## src/rtl/dfd_cla_pkg.sv

```systemverilog
// rtl/dfd_cla_pkg.sv - shared types for the CLA counter control path
package dfd_cla_pkg;

    localparam int CLA_NUM_COUNTERS = 4;

    typedef enum logic [2:0] {
        CLA_OP_NOP         = 3'd0,
        CLA_OP_INC_PULSE   = 3'd1,
        CLA_OP_START_AUTO  = 3'd2,
        CLA_OP_STOP_AUTO   = 3'd3,
        CLA_OP_CLEAR       = 3'd4,
        CLA_OP_CLEAR_START = 3'd5,
        CLA_OP_RSVD6       = 3'd6,
        CLA_OP_RSVD7       = 3'd7
    } cla_ctr_op_e;

    // One-hot command bundle consumed by a dfd_cla_counter instance
    typedef struct packed {
        logic clear_ctr;
        logic stop_auto_increment;
        logic auto_increment;
        logic increment_pulse;
    } counter_controls_t;

endpackage

```

## src/rtl/dfd_cla_counter_ctrl_slice.sv

```systemverilog
// rtl/dfd_cla_counter_ctrl_slice.sv - per-counter priority merge, shadow, pending and resume state
module dfd_cla_counter_ctrl_slice
    import dfd_cla_pkg::*;
(
    input  logic              clock,
    input  logic              reset_n,
    input  logic              req_pulse,
    input  logic              req_start,
    input  logic              req_stop,
    input  logic              req_clear,
    input  logic              req_clear_start,
    input  logic              freeze,
    input  logic              freeze_q,
    output counter_controls_t controls,
    output logic              auto_active,
    output logic              pending_start
);

    logic              resume_mask;
    logic              freeze_rise;
    logic              freeze_fall;
    logic              want_start;
    logic              auto_next;
    logic              pending_next;
    logic              resume_next;
    counter_controls_t controls_next;

    assign freeze_rise = freeze & ~freeze_q;
    assign freeze_fall = ~freeze & freeze_q;
    // A queued start and a freeze resume both behave like a START request
    assign want_start  = req_start | pending_start | (freeze_fall & resume_mask);

    always_comb begin
        controls_next = '0;
        auto_next     = auto_active;
        pending_next  = 1'b0;
        resume_next   = 1'b0;
        controls_next.clear_ctr = req_clear;
        if (freeze) begin
            controls_next.stop_auto_increment = freeze_rise & auto_active & ~req_clear;
            auto_next   = 1'b0;
            resume_next = req_clear_start |
                          (~req_stop & (freeze_rise ? (auto_active | pending_start) : resume_mask));
        end else begin
            controls_next.stop_auto_increment = ~req_clear & req_stop & auto_active;
            controls_next.auto_increment      = ~req_clear & ~req_stop & want_start & ~auto_active;
            controls_next.increment_pulse     = ~req_clear & ~req_stop & ~want_start &
                                                req_pulse & ~auto_active;
            if (req_clear || req_stop) begin
                auto_next = 1'b0;
            end else if (want_start) begin
                auto_next = 1'b1;
            end
            pending_next = req_clear & (req_clear_start | (pending_start & ~req_stop));
        end
    end

    always_ff @(posedge clock) begin
        if (!reset_n) begin
            controls      <= '0;
            auto_active   <= 1'b0;
            pending_start <= 1'b0;
            resume_mask   <= 1'b0;
        end else begin
            controls      <= controls_next;
            auto_active   <= auto_next;
            pending_start <= pending_next;
            resume_mask   <= resume_next;
        end
    end

endmodule

```

## src/rtl/dfd_cla_counter_ctrl.sv

```systemverilog
// rtl/dfd_cla_counter_ctrl.sv - decodes CLA action slots into per-counter command pulses
module dfd_cla_counter_ctrl
    import dfd_cla_pkg::*;
#(
    parameter int NUM_COUNTERS = CLA_NUM_COUNTERS,
    parameter int NUM_ACTIONS  = 2,
    localparam int CNT_IDX_W   = $clog2(NUM_COUNTERS),
    localparam int ACTION_W    = 3 + CNT_IDX_W
) (
    input  logic                                     clock,
    input  logic                                     reset_n,
    input  logic [NUM_ACTIONS-1:0]                   action_valid,
    input  logic [NUM_ACTIONS-1:0][ACTION_W-1:0]     action_code,
    input  logic [NUM_COUNTERS-1:0]                  sw_clear,
    input  logic                                     freeze,
    output counter_controls_t [NUM_COUNTERS-1:0]     cla_counter_controls,
    output logic [NUM_COUNTERS-1:0]                  auto_active,
    output logic [NUM_COUNTERS-1:0]                  pending_start
);

    logic                    freeze_q;
    logic [NUM_COUNTERS-1:0] req_pulse;
    logic [NUM_COUNTERS-1:0] req_start;
    logic [NUM_COUNTERS-1:0] req_stop;
    logic [NUM_COUNTERS-1:0] req_clear;
    logic [NUM_COUNTERS-1:0] req_clear_start;

    always_comb begin
        req_pulse       = '0;
        req_start       = '0;
        req_stop        = '0;
        req_clear       = sw_clear;
        req_clear_start = '0;
        for (int s = 0; s < NUM_ACTIONS; s++) begin
            if (action_valid[s]) begin
                case (cla_ctr_op_e'(action_code[s][ACTION_W-1:CNT_IDX_W]))
                    CLA_OP_INC_PULSE:  req_pulse[action_code[s][CNT_IDX_W-1:0]] = 1'b1;
                    CLA_OP_START_AUTO: req_start[action_code[s][CNT_IDX_W-1:0]] = 1'b1;
                    CLA_OP_STOP_AUTO:  req_stop[action_code[s][CNT_IDX_W-1:0]]  = 1'b1;
                    CLA_OP_CLEAR:      req_clear[action_code[s][CNT_IDX_W-1:0]] = 1'b1;
                    CLA_OP_CLEAR_START: begin
                        req_clear[action_code[s][CNT_IDX_W-1:0]]       = 1'b1;
                        req_clear_start[action_code[s][CNT_IDX_W-1:0]] = 1'b1;
                    end
                    default: ;
                endcase
            end
        end
    end

    always_ff @(posedge clock) begin
        if (!reset_n) begin
            freeze_q <= 1'b0;
        end else begin
            freeze_q <= freeze;
        end
    end

    for (genvar c = 0; c < NUM_COUNTERS; c++) begin : g_slice
        dfd_cla_counter_ctrl_slice u_slice (
            .clock           (clock),
            .reset_n         (reset_n),
            .req_pulse       (req_pulse[c]),
            .req_start       (req_start[c]),
            .req_stop        (req_stop[c]),
            .req_clear       (req_clear[c]),
            .req_clear_start (req_clear_start[c]),
            .freeze          (freeze),
            .freeze_q        (freeze_q),
            .controls        (cla_counter_controls[c]),
            .auto_active     (auto_active[c]),
            .pending_start   (pending_start[c])
        );
    end

endmodule

```

## config.mk

```make
export PLATFORM = sky130hd
export DESIGN_NAME = dfd_cla_counter_ctrl
export DESIGN_NICKNAME = d
export VERILOG_FILES = /design/src/rtl/dfd_cla_pkg.sv /design/src/rtl/dfd_cla_counter_ctrl_slice.sv /design/src/rtl/dfd_cla_counter_ctrl.sv
export SDC_FILE = /design/constraint.sdc
export NUM_CORES = 1
export LEC_CHECK = 0
export CORE_UTILIZATION = 30
export DETAILED_ROUTE_END_ITERATION = 7
export HOLD_SLACK_MARGIN = 0.08
export REMOVE_ABC_BUFFERS = 1
export SLEW_MARGIN = 20
export SYNTH_ARGS = -nofsm -noshare
export SYNTH_HDL_FRONTEND = slang
export SYNTH_SLANG_ARGS = --single-unit
```

## constraint.sdc

```tcl
create_clock -name clock -period 2.3 [get_ports clock]
set_clock_uncertainty 0.2 [all_clocks]
set_input_delay 0.69 -clock clock [delete_from_list [all_inputs] [get_ports clock]]
set_output_delay 0.69 -clock clock [all_outputs]
set_load 0.05 [all_outputs]
```

==> flow_summary.toml, run 1 <==
[status]
outcome = "finished, final reports clean"

[synth]
ys.flop_type = "dfxtp_1"
synth-simple-area-share = 0.292
synth_compound_area_frac = 0.261
async_flop_share = 0
synthMuxAreaShare = 0
netlist_area_sq_mm = 0.00155
yosys_register_bits = 29
synth_fa_ha_area_frac = 0
synth_top_family_by_area = "simple AND/OR/NAND/NOR gates"
synth.distinct_cells = 46
netlist_instances = 166
synth_top_area_share = 0.374
avgSynthCellArea_sq_um = 9.36
ys_seq_area_frac = 0.374
synthXorXnorAreaFrac = 0
synthTopCellsByArea = "dfxtp_1, nor2_1, buf_4"
yosysTopAreaCell = "dfxtp_1"
synth_warnings = 0
synth_edf_count = 0

[clocking]
cts_buffer_depth = 2
clk_latency_ns = 0.28
cts.sinks = 29
cts_hold_buffers = 0
path_clk_slew_ns = 0.07
cts_tree = "done"
numCtsBuffers = 5
htreeDepth = 2
cts_root_buf = "clkbuf_8"

[sta]
max_slew_margin = 0.761
fin_crit_ns = 2.24
max_freq_mhz = 447
drv_slew = 0
setup_viol = 0
whs_ns = 0.318
tightest_slew_ns = 0.357
finalCritPeriodShare = 0.974
finalHoldViolCount = 0
rsz0062_at_grt = "yes"

[finish]
final_common_cell = "buf_4"
postLayoutCoreUtil = 0.480
drive_gt1_frac = 0.369
nets = 262
finalInstanceArea_sq_mm = 0.00233
final_cells = 311
final_cell_mix = "buf_4, dfxtp_1, clkdlybuf4s50_1"
num_antenna_cells = 0
area_growth_pct = 49.8

[detailed_routing]
avgRoutedWirePerCell_um = 14.1
via_count = 1567
wirelength_um = 4390
drt_first_iter_violations = 63
drc = 0
drt-pass1-iter-count = 4
vias_per_cell = 5.04
detail-route-antenna-nets = 0

[pwr]
max-vdd-ir-drop_v = 0.000193
p_leak_nw = 1.03
power.density_mw_per_mm2 = 492
p_total_mw = 1.15

[hold_path]
min_path_type = "flip-flop to flip-flop"
whs_path_depth = 1
worstHoldStart = "g_slice[2].u_slice.auto_active"
min_to = "g_slice[2].u_slice.controls[2]"

[placed_design]
place_congestion = 0.857
dp_cells = 303
place_hpwl_um = 3460
placed_cell_area_sq_mm = 0.00221
port-buffer-count = 42

[run]
drv_cap = 0

[setup_path]
r2r-end = "g_slice[3].u_slice.controls[0]"
cp_max_fo = 6
worst_setup_path_end_kind = "flip-flop"
rr_worst_depth = 4
cp.arrival_ns = 2.22
cp.required_ns = 2.28
r2r_start = "freeze_q"
cp-start-kind = "input pin"
worstSetupPathType = "input pin to flip-flop"
rrSetupSlack_ns = 0.83

[global_route]
first_global_vias = 1470
grt_pass1_wl_um = 7010
overflow = 0
grt_max_degree = 10
antenna_found_initial = 0
grt_use_total = 0.172

[floorplanning]
core_sq_mm = 0.00485
die_w_um = 74.0
die_h_um = 74.0
row_count = 25
die_area_sq_mm = 0.00547
design.portCount = 43
start_util = 0.321
[sequential cells by signal (all words and copies together), names as in the netlist]
register and cells:
freeze_q 1, g_slice.u_slice.pending_start 4, g_slice.u_slice.controls 16, g_slice.u_slice.resume_mask 4, g_slice.u_slice.auto_active 4
[critical path, cell delays in order]
cell             delay, ns
clkdlybuf4s50_1       0.45
buf_4                 0.17
or3b_1                0.40
o22ai_1               0.21
nor2_2                0.10
and4bb_1              0.20
[cell type report]
cell class                      instances  area, sq um
Fill cell                             495         2520
Multi-Input combinational cell        118          890
Timing Repair Buffer                   83          668
Sequential cell                        29          581
Tap cell                               67         83.8
Clock buffer                            6         72.6
Inverter                                6         22.5
Clock inverter                          2         10.0
[repair_timing]
item	4_1_cts	5_1_grt
gates resized for setup	0	7
setup buffers	0	0
setup endpoints to repair	0	8
[per-layer routing]
layer	wire length, um	track usage	up-vias	share of wire
met5	0	0	-	0
met4	45	0.0791	0	0.010
met3	331	0.0379	5	0.075
met2	2040	0.270	61	0.46
met1	1980	0.224	722	0.45
li1	-	-	779	-
[cell usage after synthesis, types with 2 or more instances]
master	number
a21oi_1	5
nor2_1	19
a211o_1	4
nand3_1	2
nor2b_1	6
o211a_1	3
inv_1	6
nor3_1	3
a22oi_1	5
and4bb_1	2
o22ai_1	7
or3b_1	2
buf_2	4
nand2b_1	3
a211oi_1	3
a221oi_1	3
buf_4	8
and3_1	4
dfxtp_1	29
o221ai_1	4
o2111a_1	3
nor3b_1	3
o21ai_0	2
nand3b_1	6
nand2_1	7
and3b_1	3
[power breakdown]
part | internal, mW | switching, mW | leakage [nW]
Sequential | 0.512 | 0.00487 | 0.235
Combinational | 0.112 | 0.112 | 0.746
Clock | 0.209 | 0.195 | 0.0450
[how the worst max path moves through the flow]
stage | startpoint | end | slack [ns] | cells past startpoint
6_report | action_code[1] | g_slice[0].u_slice.controls[0] | 0.06 | 6
5_1_grt | action_code[4] | g_slice[1].u_slice.controls[0] | -0.03 | 6
4_1_cts | action_code[3] | g_slice[3].u_slice.auto_active | 0.03 | 5
3_5_place_dp | action_code[3] | g_slice[3].u_slice.auto_active | -0.26 | 5
3_3_place_gp | action_code[3] | g_slice[3].u_slice.auto_active | -0.22 | 5
2_1_floorplan | action_code[7] | g_slice[3].u_slice.auto_active | 0.40 | 4
[kinds of logic (layout without fill, tap and decap cells)]
kind of cell,count (synthesis),in the layout
AOI/OAI and AO/OA,47,47
buffers and inverters,19,97
DFF,29,29
and+or+nand+nor,71,71
[per-stage QoR]
stage                     worst slack [ns]  TNS, ns
after detailed placement            -0.259    -4.33
after global placement              -0.216    -4.03
final                               0.0607        0
after global routing               -0.0256  -0.0527
after CTS                           0.0280        0
after floorplan                      0.405        0
No activity file was read; power rests on OpenSTA's default activity.
==> run 2, diff against run 1 <==
--- a/config.mk
+++ b/config.mk
@@ -7,6 +7,7 @@
 export LEC_CHECK = 0
 export CORE_UTILIZATION = 30
 export DETAILED_ROUTE_END_ITERATION = 7
+export GPL_TIMING_DRIVEN = 0
 export HOLD_SLACK_MARGIN = 0.08
 export REMOVE_ABC_BUFFERS = 1
 export SLEW_MARGIN = 20
==> constraint.sdc (replaced) <==
create_clock -name clock -period 2.72 [get_ports clock]
set_clock_uncertainty 0.2 [all_clocks]
set_input_delay 0.816 -clock clock [delete_from_list [all_inputs] [get_ports clock]]
set_output_delay 0.816 -clock clock [all_outputs]
set_load 0.05 [all_outputs]
==> run 2 against run 1 <==
Sequential power down 15%. Register-to-register slack better by 0.37 ns. Sequential cell count unchanged. Cell area down 12%. Critical path depth down 5. Final cell count down 14%. Non-clock buffer count down 41. Utilization down 5.6 points. Critical endpoint is now pending_start[3].
==> flow_summary.toml, run 2 (synthesis gave the netlist of run 1 again) <==
[floorplanning]
row_count = 25
die_w_um = 74.0
design.portCount = 43
core_sq_mm = 0.00485
die_h_um = 74.0
start_util = 0.321
die_area_sq_mm = 0.00547

[setup_path]
cp.depth = 1
max_stage_delay_ns = 0.84
r2r_start = "freeze_q"
rr_worst_depth = 3
cp_cell_sequence = "clkdlybuf4s50_1"
cp_top_family = "buffers and inverters"
worstSetupPathType = "flip-flop to output pin"
critPathBufInv = 1
r2r-end = "g_slice[3].u_slice.controls[2]"
cp_slowest_cell = "clkdlybuf4s50_1"
cp.required_ns = 1.70
worst_setup_path_end_kind = "output pin"
cp_max_fo = 4
rrSetupSlack_ns = 1.20
cp-start-kind = "flip-flop"
cp.arrival_ns = 1.54

[sta]
finalCritPeriodShare = 0.941
max_slew_margin = 0.486
finalHoldViolCount = 0
whs_ns = 0.313
setup_tns_ns = 0
fin_crit_ns = 2.56
max_freq_mhz = 391
rsz0062_at_grt = "no"
drv_slew = 0
layout_setup_ws_ns = 0.161
setup_viol = 0
tightest_slew_ns = 0.765

[finish]
nets = 221
largest_register_ffs = 16
postLayoutCoreUtil = 0.424
top_register = "g_slice.u_slice.controls"
area_growth_pct = 32.3
drive_gt1_frac = 0.0990
regArea_sq_um = 581
nFillCells = 502
num_antenna_cells = 0
multi_input_area_sq_um = 862
final_cell_mix = "clkdlybuf4s50_1, dfxtp_1, nor2_1"
finalInstanceArea_sq_mm = 0.00206
final_cells = 269
final_common_cell = "clkdlybuf4s50_1"

[detailed_routing]
drt_first_iter_violations = 93
wirelength_um = 4040
via_count = 1404
vias_per_cell = 5.22
avgRoutedWirePerCell_um = 15.0
drt-pass1-iter-count = 4
detail-route-antenna-nets = 0
drc = 0

[global_route]
grt_pass1_wl_um = 6600
antenna_found_initial = 0
grt_use_met3 = 0.0366
grt_use_met1 = 0.231
first_global_vias = 1275
use_met2 = 0.239
grt_most_used_layer = "met2"
overflow = 0
grt_max_degree = 13
grt_use_total = 0.164

[placed_design]
place_hpwl_um = 2930
placed_cell_area_sq_mm = 0.00197
dp_cells = 262
port-buffer-count = 42
dp_slack_ns = -0.183
place_congestion = 0.792

[clocking]
htreeDepth = 2
cts.sinks = 29
numCtsBuffers = 5
cts_buffer_depth = 2
path_clk_slew_ns = 0.06
cts_hold_buffers = 0
cts_setup_buffers = 0
clk_latency_ns = 0.28
cts_root_buf = "clkbuf_8"
cts_tree = "done"
cts_resized = 0

[hold_path]
whs_path_depth = 1
min_to = "g_slice[0].u_slice.controls[2]"
worstHoldStart = "g_slice[0].u_slice.auto_active"
min_path_type = "flip-flop to flip-flop"

[pwr]
p_leak_nw = 0.777
power.density_mw_per_mm2 = 456
p_total_mw = 0.938
max-vdd-ir-drop_v = 0.000174

[run]
drv_cap = 0

[status]
outcome = "finished, final reports clean"
run 2: changes by cell type in the layout (fill, tap and decap cells not counted), moves of 2 or more:
cell and delta:
nor2_2 -3, buf_4 -65, clkdlybuf4s50_1 +24, nor2b_2 +2, nor2_1 +3, clkinv_2 -2
run 2: layout make-up:
type / count / area share
Multi-Input combinational cell: 118 / 0.419
Sequential cell: 29 / 0.282
Timing Repair Buffer: 42 / 0.205
Clock buffer: 7 / 0.0420
Tap cell: 67 / 0.0408
Inverter: 6 / 0.0110
run 2: worst max-delay path by stage:
| stage | start | end | slack, ns |
|---|---|---|---|
| after CTS | freeze | g_slice[1].u_slice.resume_mask | 0.08 |
| after detailed placement | freeze | g_slice[1].u_slice.resume_mask | -0.18 |
| after floorplan | action_code[7] | g_slice[3].u_slice.auto_active | 0.70 |
| final | g_slice[3].u_slice.pending_start | pending_start[3] | 0.16 |
| after global routing | freeze | g_slice[0].u_slice.controls[0] | 0.08 |
| after global placement | freeze | g_slice[0].u_slice.resume_mask | -0.19 |
run 2: routing by layer:
| layer | routed length (um) | up-vias |
|---|---|---|
| met1 | 1970 | 656 |
| li1 | - | 693 |
| met5 | 0 | - |
| met3 | 215 | 7 |
| met4 | 57 | 0 |
| met2 | 1800 | 48 |
run 2: report_power, final:
| group | internal, mW | total [mW] | switching (mW) |
|---|---|---|---|
| clock | 0.200 | 0.353 | 0.153 |
| combinational | 0.0613 | 0.148 | 0.0864 |
| sequential | 0.433 | 0.437 | 0.00374 |
| total | 0.694 | 0.938 | 0.243 |
